==> src/rtl/threshold_monitor.sv <==
// Persistence-filtered, hysteretic threshold alarm on a stream of unsigned samples.
// Also counts alarm entries (saturating) and tracks min/max of accepted samples.
module threshold_monitor #(
    parameter int WIDTH   = 8,
    parameter int PERSIST = 3,
    parameter int CNT_W   = 8
) (
    input  logic             clk,
    input  logic             rst,
    input  logic             sample_valid,
    input  logic [WIDTH-1:0] sample,
    input  logic [WIDTH-1:0] thr_hi,
    input  logic [WIDTH-1:0] thr_lo,
    input  logic             clear,
    output logic             alarm,
    output logic             alarm_rise,
    output logic             alarm_fall,
    output logic [CNT_W-1:0] event_count,
    output logic [WIDTH-1:0] max_seen,
    output logic [WIDTH-1:0] min_seen
);

    typedef enum logic [1:0] {NORMAL, ARMING, ALARM, DISARMING} state_t;

    localparam logic [3:0] PERSIST_C = 4'(PERSIST);

    state_t     state;
    state_t     next_state;
    logic [3:0] cnt;
    logic [3:0] next_cnt;
    logic [3:0] cnt_inc;
    logic       above;
    logic       below;
    logic       enter_alarm;
    logic       enter_normal;

    assign above   = sample > thr_hi;
    assign below   = sample < thr_lo;
    assign cnt_inc = cnt + 4'd1;

    // State and persistence counter; clear behaves like a synchronous reset.
    always_ff @(posedge clk or posedge rst) begin
        if (rst) begin
            state <= NORMAL;
            cnt   <= 4'd0;
        end else if (clear) begin
            state <= NORMAL;
            cnt   <= 4'd0;
        end else begin
            state <= next_state;
            cnt   <= next_cnt;
        end
    end

    always_comb begin
        next_state   = state;
        next_cnt     = cnt;
        enter_alarm  = 1'b0;
        enter_normal = 1'b0;
        if (sample_valid) begin
            case (state)
                NORMAL: begin
                    if (above) begin
                        if (PERSIST_C == 4'd1) begin
                            next_state  = ALARM;
                            enter_alarm = 1'b1;
                        end else begin
                            next_state = ARMING;
                            next_cnt   = 4'd1;
                        end
                    end
                end
                ARMING: begin
                    if (above) begin
                        if (cnt_inc == PERSIST_C) begin
                            next_state  = ALARM;
                            next_cnt    = 4'd0;
                            enter_alarm = 1'b1;
                        end else begin
                            next_cnt = cnt_inc;
                        end
                    end else begin
                        next_state = NORMAL;
                        next_cnt   = 4'd0;
                    end
                end
                ALARM: begin
                    if (below) begin
                        if (PERSIST_C == 4'd1) begin
                            next_state   = NORMAL;
                            enter_normal = 1'b1;
                        end else begin
                            next_state = DISARMING;
                            next_cnt   = 4'd1;
                        end
                    end
                end
                DISARMING: begin
                    if (below) begin
                        if (cnt_inc == PERSIST_C) begin
                            next_state   = NORMAL;
                            next_cnt     = 4'd0;
                            enter_normal = 1'b1;
                        end else begin
                            next_cnt = cnt_inc;
                        end
                    end else begin
                        // Falling back into ALARM from DISARMING is not a new entry.
                        next_state = ALARM;
                        next_cnt   = 4'd0;
                    end
                end
                default: begin
                    next_state = NORMAL;
                    next_cnt   = 4'd0;
                end
            endcase
        end
    end

    always_comb begin
        alarm = (state == ALARM) || (state == DISARMING);
    end

    // Registered pulses, saturating entry counter and min/max tracking.
    always_ff @(posedge clk or posedge rst) begin
        if (rst) begin
            alarm_rise  <= 1'b0;
            alarm_fall  <= 1'b0;
            event_count <= '0;
            max_seen    <= '0;
            min_seen    <= '1;
        end else if (clear) begin
            alarm_rise  <= 1'b0;
            alarm_fall  <= 1'b0;
            event_count <= '0;
            max_seen    <= '0;
            min_seen    <= '1;
        end else begin
            alarm_rise <= enter_alarm;
            alarm_fall <= enter_normal;
            if (enter_alarm && (event_count != '1)) begin
                event_count <= event_count + CNT_W'(1);
            end
            if (sample_valid) begin
                if (sample > max_seen) begin
                    max_seen <= sample;
                end
                if (sample < min_seen) begin
                    min_seen <= sample;
                end
            end
        end
    end

endmodule

==> config.mk <==
export PLATFORM = sky130hd
export DESIGN_NAME = threshold_monitor
export DESIGN_NICKNAME = d
export VERILOG_FILES = /design/src/rtl/threshold_monitor.sv
export SDC_FILE = /design/constraint.sdc
export NUM_CORES = 1
export LEC_CHECK = 0
export CAP_MARGIN = 20
export CORE_UTILIZATION = 44
export DETAILED_ROUTE_END_ITERATION = 10
export PLACE_DENSITY = 0.74
export SLEW_MARGIN = 5
export SYNTH_ARGS = -nofsm -noshare
export SYNTH_HDL_FRONTEND = slang
export SYNTH_SLANG_ARGS = --single-unit
==> constraint.sdc <==
create_clock -name clk -period 1.9 [get_ports clk]
set_input_delay 0.475 -clock clk [delete_from_list [all_inputs] [get_ports clk]]
set_output_delay 0.475 -clock clk [all_outputs]
set_load 0.02 [all_outputs]
# Word level (Yosys, flattened, before mapping)
# Index checks and enable logic that the tools add are counted.
# W data, S select, Z words.
[totals]
in_bits = 28
output_inout_bits = 27
wordCells = 67
register_bits = 32
[op_classes]
mux = 34
eq_ne = 9
add_sub_neg = 2
reduce_logical = 11
n_lt_le_gt_ge = 4
[ops]
columns = ["cell", "count"]
rows = [
  ["$mux W8", 8],
  ["$mux W4", 7],
  ["$gt A8 B8 Y1", 2],
  ["$lt A8 B8 Y1", 2],
  ["$mux W2", 8],
  ["$pmux W4 S4", 1],
  ["$mux W1", 9],
  ["$add A8 B1 Y8 const B", 1],
  ["$ne A4 B4 Y1 const B", 2],
  ["$ne A8 B8 Y1 const B", 1],
  ["$pmux W2 S4", 1],
  ["$reduce_bool A2 Y1", 4],
  ["$ne A3 B3 Y1 const B", 2],
  ["$reduce_and A5 Y1", 1],
  ["$add A4 B1 Y4 const B", 1],
  ["$eq A2 B2 Y1 const B", 2],
  ["$eq A4 B2 Y1 const B", 1],
  ["$reduce_and A2 Y1", 2],
  ["$reduce_and A3 Y1", 1],
  ["$eq A2 B1 Y1 const B", 1],
  ["$logic_not A2 Y1", 1],
  ["$logic_and A1 B1 Y1", 1],
  ["$logic_or A1 B1 Y1", 1],
]

# Logic depth before layout (Yosys ltp)
# Gate-level depths: netlist of the first run.
[logic_depth]
word_depth = 9
mapped_depth = 9
mapped_depth_nobuf = 8

# Worst setup path after synthesis of the first run
# OpenSTA, ideal clock, no wires.
[synth_timing]
path_type = "input to register"
from = "in thr_hi[1]"
to = "reg event_count[4]"
required_ns = 1.822
n_path_buf = 0
setup_ns = 0.078
arrival_time_ns = 2.172
stages = 8
setup_slack_ns = -0.350
cell_sequence = "inv_1 -> ha_1 -> nor2b_1 -> o211ai_1 -> a2111o_1 -> a21o_1 -> or4_1 -> a21oi_1"
[synth_via]
elab_chain_cells = 6
[synth_rtl]
columns = ["item", "line", "text"]
rows = [
  ["from (decl)", "12", "input logic [WIDTH-1:0] thr_hi,"],
  ["$gt A8 B8 Y1", "37", "assign above = sample > thr_hi;"],
  ["$mux W1", "74", "if (above) begin"],
  ["$mux W1", "61", "case (state)"],
  ["$mux W1", "60", "if (sample_valid) begin"],
  ["$logic_and A1 B1 Y1", "142", "if (enter_alarm && (event_count != '1)) begin"],
  ["$reduce_bool A2 Y1 (no line)", "-", ""],
  ["to (signal assigned)", "143", "event_count <= event_count + CNT_W'(1);"],
  ["to (decl)", "18", "output logic [CNT_W-1:0] event_count,"],
]
# No other way between the ends.
# A chain may end at the register's enable or synchronous reset.

# Final worst setup path of the first run
[layout_timing]
from = "in thr_hi[1]"
to = "reg event_count[0]"
# The elaborated chain is that of the path after synthesis.

==> results of run 1 <==
## power by group
part	total (W)	internal, W	switching [W]
combinational	0.000727	0.000377	0.000350
sequential	0.000754	0.000729	0.0000243
clock	0.000548	0.000295	0.000253
## cells in the mapped netlist, drive strengths merged
library cell  number
inv               36
ha                33
dfrtp             24
nand2b            23
a21oi             20
nor2              11
nand3             10
a211o              8
clkbuf             8
dfstp              8
mux2i              8
nand2              8
o21ai              8
a21o               7
or4                6
nand4              5
o31ai              5
nor3               4
o211ai             4
o21a               4
nor2b              3
nor4               3
or3                3
a211oi             2
a31oi              2
and3               2
buf                2
o31a               2
a2111o             1
a2bb2oi            1
and2               1
nand3b             1
nand4b             1
o2111ai            1
o21bai             1
o22ai              1
o41ai              1
or3b               1
## kinds of logic (layout without fill, tap and decap cells)
kind of cell / after synthesis / in the layout / share of synthesized area
AND/OR/NAND/NOR: 82 / 82 / 0.1918
multiplexers: 8 / 8 / 0.03327
AO/OA/AOI/OAI: 68 / 69 / 0.1934
adder cells (fa/ha/maj): 33 / 33 / 0.1715
buffers and inverters: 46 / 145 / 0.07329
flip-flops: 32 / 32 / 0.3368
## state kept, by name, indices dropped and copies added, names as in the netlist
| signal | count |
|---|---|
| alarm_fall | 1 |
| alarm_rise | 1 |
| cnt | 4 |
| event_count | 8 |
| max_seen | 8 |
| min_seen | 8 |
| state | 2 |
## area by class of cell
cell class / count / area [µm²]
Tap cell: 70 / 87.58
Multi-Input combinational cell: 192 / 1808
Timing Repair Buffer: 101 / 987.2
Inverter: 36 / 162.7
Fill cell: 340 / 1226
Clock buffer: 8 / 90.09
Sequential cell: 32 / 810.8
## per-stage QoR
stage / instance area (µm²) / hold slack (ns) / setup TNS (ns) / util
2_1_floorplan: 2540 / 0.5501 / -2.610 / -
3_3_place_gp: 3402 / 0.5370 / -25.51 / 0.6577
3_5_place_dp: 3402 / 0.5355 / -27.46 / 0.6577
4_1_cts: 3680 / 0.5440 / -2.459 / 0.7114
5_1_grt: 3946 / 0.5495 / -4.149 / 0.7629
6_report: 3946 / 0.5341 / -2.561 / 0.7629
## timing repair
item / CTS / global route
setup endpoints to repair: 34 / 39
gates cloned: 1 / 0
pin swaps: 30 / 28
hold endpoints to repair: 0 / 0
gates resized for setup: 116 / 64
buffers inserted: 5 / 9
## placed cells by master, fill, tap and decap left out, types with 9 or more instances in the layout
cell type / n
buf_4: 32
dfrtp_1: 24
ha_4: 15
ha_1: 17
inv_1: 20
nand2b_1: 23
inv_2: 13
a21oi_2: 10
nor2_1: 9
clkdlybuf4s50_1: 21
buf_6: 20
## path summary, 6_finish.rpt
kind	slack [ns]	to
worst max-delay path	-0.22	event_count[0]
worst min-delay path	0.53	event_count[2]
worst max register to register	-0.10	min_seen[3]
worst min register to register	0.55	event_count[7]
max in group asynchronous	1.12	min_seen[6]
min in group clk	0.54	min_seen[0]
## critical path, cell delays in order
cell	delay (ns)
buf_8	0.09
inv_12	0.03
ha_4	0.25
nor2b_4	0.13
o211ai_1	0.09
a2111o_1	0.41
buf_6	0.14
a21o_4	0.24
or3_4	0.33
a21oi_2	0.14
## per-layer routing
metal  wire length [µm]  GRT usage
met1               2944     0.2818
met2               4008     0.4664
met3                202    0.03976
met4                146    0.07885
met5                  0          0
==> impl_results.md, run 1 <==
- Setup violators final: 21
- Initial core utilization: 0.4654
- Total grt overflow: 0
- TritonCTS clock tree: yes
- Die height: about 76 µm
- CP Capture Type: register
- H-tree depth: 2
- Result of the run: complete, but fails checks
- Placed Instances: between 400 and 500
- First-pass GRT wire length: 11.41 mm
- Num CTS Buffers: 5
- Minimum clock period: 2.121 ns
- Initial antenna violation count: 0
- Reg2reg path depth: 9
- Post-DRT Antenna Nets: 0
- Area Growth Syn to Fin: 63.93%
- CTS Hold Buffers Added: 0
- Total GRT Usage: 0.2472
- RSZ-0062 raised after global routing: yes
- Vias: 2,408
- Syn Nets: 330
- Pre-CTS WS: -1.202 ns
- Total power draw: 0.002028 W
- Final period utilization: 1.116
- Fin. Hold Viols: 0
- Final #Nets: 429
- Drt pass-1 iters: 5
- Die width: 75.97 µm
- Peak VDD IR: 0.2712 mV
- Slew Viols, Final: 0
- Dpl hpwl: 4.499 mm
- Mapped Area: 0.002407 mm²
- Max-capacitance violation count: 0
- CTS root buffer: clkbuf_8
- Failing checks: setup timing
- Top cell type by total area after synthesis: dfrtp_1
- Fmax: 471.5 MHz
- Clock Latency Late Sink: around 0.29 ns
- Crit path required time: 2.12 ns
- Synth Warn #: 0
- Row Count: 26
- Final GP Congestion: 0.8050
- Mapped Cells: 269
- IO Pins: 55
- Post-synthesis sequential area ratio: 0.3368
- Clock Skew: 0.007093 ns
- Kind of critical path: input pin to register
- WL per Instance: 16.63 µm
- Worst-path maximum fanout: 8
- Core area: 0.005172 mm²
- Vias in the first global route: 2,423
- Port-buffer cells: 54
- Drt total wl: 7.301 mm
- Synthesis-stage register bit count: 32
- Iteration-0 DRC Markers: 63
- Worst setup path start: thr_hi[1]
- Diodes inserted: 0
- PD cells: between 500 and 600 mW/mm²
- Critical Path AT: approximately 2.3 ns
- Post-DR vias/cell: 5.485
- Slew margin rel.: 0.7906
- Drt drc: 0
- Share of layout cells above drive strength 1: 0.4011
- Die area: 0.005771 mm²
- Startpoint types: input pin
- Clk slew on worst S/H paths: 0.07 ns
- Most area-consuming cells after synthesis: dfrtp_1 (25%), ha_1 (17%), dfstp_2 (8.7%)
- Worst flop-to-flop path startpoint: min_seen[5]
- Worst-Margin Slew: around 0.31 ns
- Clk sink count: 32
- Largest net degree at the start of global routing: 42
- Non-Filler Instances: 439
- Top cell type's share of synthesized area: 0.2495
- Cell variety after synth: 41
- Avg Synthesized Cell Area: 8.949 µm²
- Leak Pwr: 1.750 nW
- Clk buf depth: 2
- Worst hold-check path type: input pin to async pin
- Post-route worst setup slack: -0.2207 ns
(Power assumes the default switching activity.)
==> run 2, diff against run 1 <==
==> constraint.sdc (replaced) <==
create_clock -name clk -period 1.9 [get_ports clk]
set_input_delay 0.475 -clock clk [delete_from_list [all_inputs] [get_ports clk]]
set_output_delay 0.475 -clock clk [all_outputs]
set_load 0.05 [all_outputs]
==> impl_results.md, run 2 (same netlist as run 1, synthesis figures left out) <==
- Most frequent cells in the layout: buf_4 (58), nand2b_1 (23), dfrtp_1 (22), inv_2 (19), ha_4 (18)
- Final #Nets: 431 (+0.47%)
- CTS Hold Buffers Added: 0 (unchanged)
- Clk sink count: 32 (unchanged)
- Minimum clock period: 2.113 ns (-0.007786 ns)
- Initial antenna violation count: 0 (unchanged)
- Total GRT Usage: 0.2497 (+0.002512)
- RSZ-0062 raised after global routing: yes
- Worst flop-to-flop path startpoint: min_seen[5]
- Die area: 0.005771 mm² (unchanged)
- Crit path required time: 2.10 ns (-0.02 ns)
- Failing checks: setup timing
- Vias in the first global route: 2,448 (+1.0%)
- Num CTS Buffers: 5 (unchanged)
- First-pass GRT wire length: 11.58 mm (+1.5%)
- CTS root buffer: clkbuf_8
- Leak Pwr: 1.775 nW (+1.4%)
- Slew margin rel.: 0.7191 (-0.07150)
- Worst R2R End: min_seen[6]
- Pre-CTS WS: -1.117 ns (+0.08464 ns)
- Fmax: 473.3 MHz (+0.37%)
- Critical Path AT: 2.32 ns (-0.02 ns)
- Final GP Congestion: 0.8094 (+0.55%)
- Commonest non-fill, non-tap cell in the layout: buf_4
- Iteration-0 DRC Markers: 122 (+94%)
- WL per Instance: 16.25 µm (-2.3%)
- Crit path cell chain: clkbuf_2 -> inv_2 -> ha_4 -> nand4_1 -> nor2_1 -> a2111o_1 -> a21o_4 -> or4_1 -> a21oi_1
- H-tree depth: 2 (unchanged)
- Max-capacitance violation count: 0 (unchanged)
- Clock Latency Late Sink: 0.29 ns (about the same)
- Die width: 75.97 µm (unchanged)
- Fin util: 0.7806 (+0.01766)
- Clk slew on worst S/H paths: 0.08 ns (about the same)
- Core area: 0.005172 mm² (unchanged)
- Drt total wl: 7.166 mm (-1.8%)
- Drt pass-1 iters: 4 (-1)
- Worst-Margin Slew: 0.4214 ns (+0.1105 ns)
- Post-DR vias/cell: 5.533 (+0.87%)
- Dpl hpwl: 4.590 mm (+2.0%)
- PD cells: 566.7 mW/mm² (+10%)
- Peak VDD IR: 0.4521 mV (+67%)
- CP Capture Type: register
- Worst R2R Setup Slack: -0.15 ns (-0.05 ns)
- IO Pins: 55 (unchanged)
- Vias: 2,440 (+1.3%)
- Share of layout cells above drive strength 1: 0.5175 (+0.1164)
- Worst hold-check path type: input pin to register
- Reg2reg path depth: 9 (unchanged)
- Diodes inserted: 0 (unchanged)
- Setup TNS: -2.997 ns (-0.4364 ns)
- Initial core utilization: 0.4654 (unchanged)
- Final period utilization: 1.112 (-0.004098)
- Post-DRT Antenna Nets: 0 (unchanged)
- Top flop regs: event_count (8), max_seen (8), min_seen (8)
- Port-buffer cells: 54 (unchanged)
- Placed Instances: 421 (+0.72%)
- CP peak stage delay: 0.43 ns (+0.02 ns)
- Result of the run: complete, but fails checks
- Worst min-delay path startpoint: sample[3]
- Min-Delay Endpoint: min_seen[3]
- Total grt overflow: 0 (unchanged)
- Clock Skew: 0.009579 ns (+0.002486 ns)
- Setup violators final: 21 (unchanged)
- Clk buf depth: 2 (unchanged)
- Non-Filler Instances: 441 (+0.46%)
- Post-route worst setup slack: -0.2129 ns (+0.007786 ns)
- TritonCTS clock tree: yes
- Row Count: 26 (unchanged)
- Hold Path Stages: 3
- Drt drc: 0 (unchanged)
- Slew Viols, Final: 0 (unchanged)
- Area Growth Syn to Fin: 67.72%
- Fin. Hold Viols: 0 (unchanged)
- Largest net degree at the start of global routing: 42 (unchanged)
- Die height: 75.97 µm (unchanged)
- Startpoint types: input pin
- Kind of critical path: input pin to register
- Worst-path maximum fanout: 8 (unchanged)
- CP max-delay cell: or4_1
==> run 2: through the flow <==
step | hold slack [ns] | total power [W] | instance area [µm²]
after detailed placement | 0.5415 | 0.001471 | 3455
after global placement | 0.5330 | 0.001458 | 3455
after floorplan | 0.5501 | 0.001161 | 2550
after global routing | 0.5425 | 0.002391 | 4038
final | 0.5483 | 0.002288 | 4038
after CTS | 0.5510 | 0.002232 | 3897
==> run 2: layout make-up <==
class	count	area, µm²
Multi-Input combinational cell	192	1906
Fill cell	313	1135
Timing Repair Buffer	103	963.4
Sequential cell	32	813.3
Inverter	36	160.2
Tap cell	70	87.58
Clock buffer	6	72.57
Clock inverter	2	35.03
==> run 2: power by group <==
part	switching [W]	internal, W
registers	0.0000336	0.000730
logic	0.000438	0.000429
clock network	0.000267	0.000389
==> run 2: worst max path at each step <==
stage,start,to,cells past startpoint
4_1_cts,thr_hi[1],event_count[2],10
6_report,thr_hi[7],event_count[6],9
2_1_floorplan,thr_hi[1],event_count[4],8
5_1_grt,thr_hi[1],event_count[1],10
3_5_place_dp,thr_hi[1],event_count[5],10
3_3_place_gp,thr_hi[1],event_count[6],10
==> run 2: per-layer routing <==
metal,routed length [µm],part of all wire,vias up,GRT usage
met5,0,0,-,0
met4,61,0.0085,0,0.05962
met3,379,0.053,7,0.04458
met2,3724,0.52,84,0.4473
met1,2999,0.42,1186,0.3102
li1,-,-,1163,-
==> run 2: timing repair <==
item,CTS,global route
resized for setup,132,51
cloned,1,0
setup buffers,15,2
pin swaps,44,39
setup endpoints to repair,32,31
==> run 2: worst max-delay path, delay by kind of cell <==
family                   cells  cell delay [ns]
AO/OA/AOI/OAI                3             0.82
adder cells (fa/ha/maj)      1             0.23
buffers and inverters        2             0.13
AND/OR/NAND/NOR              3             0.66
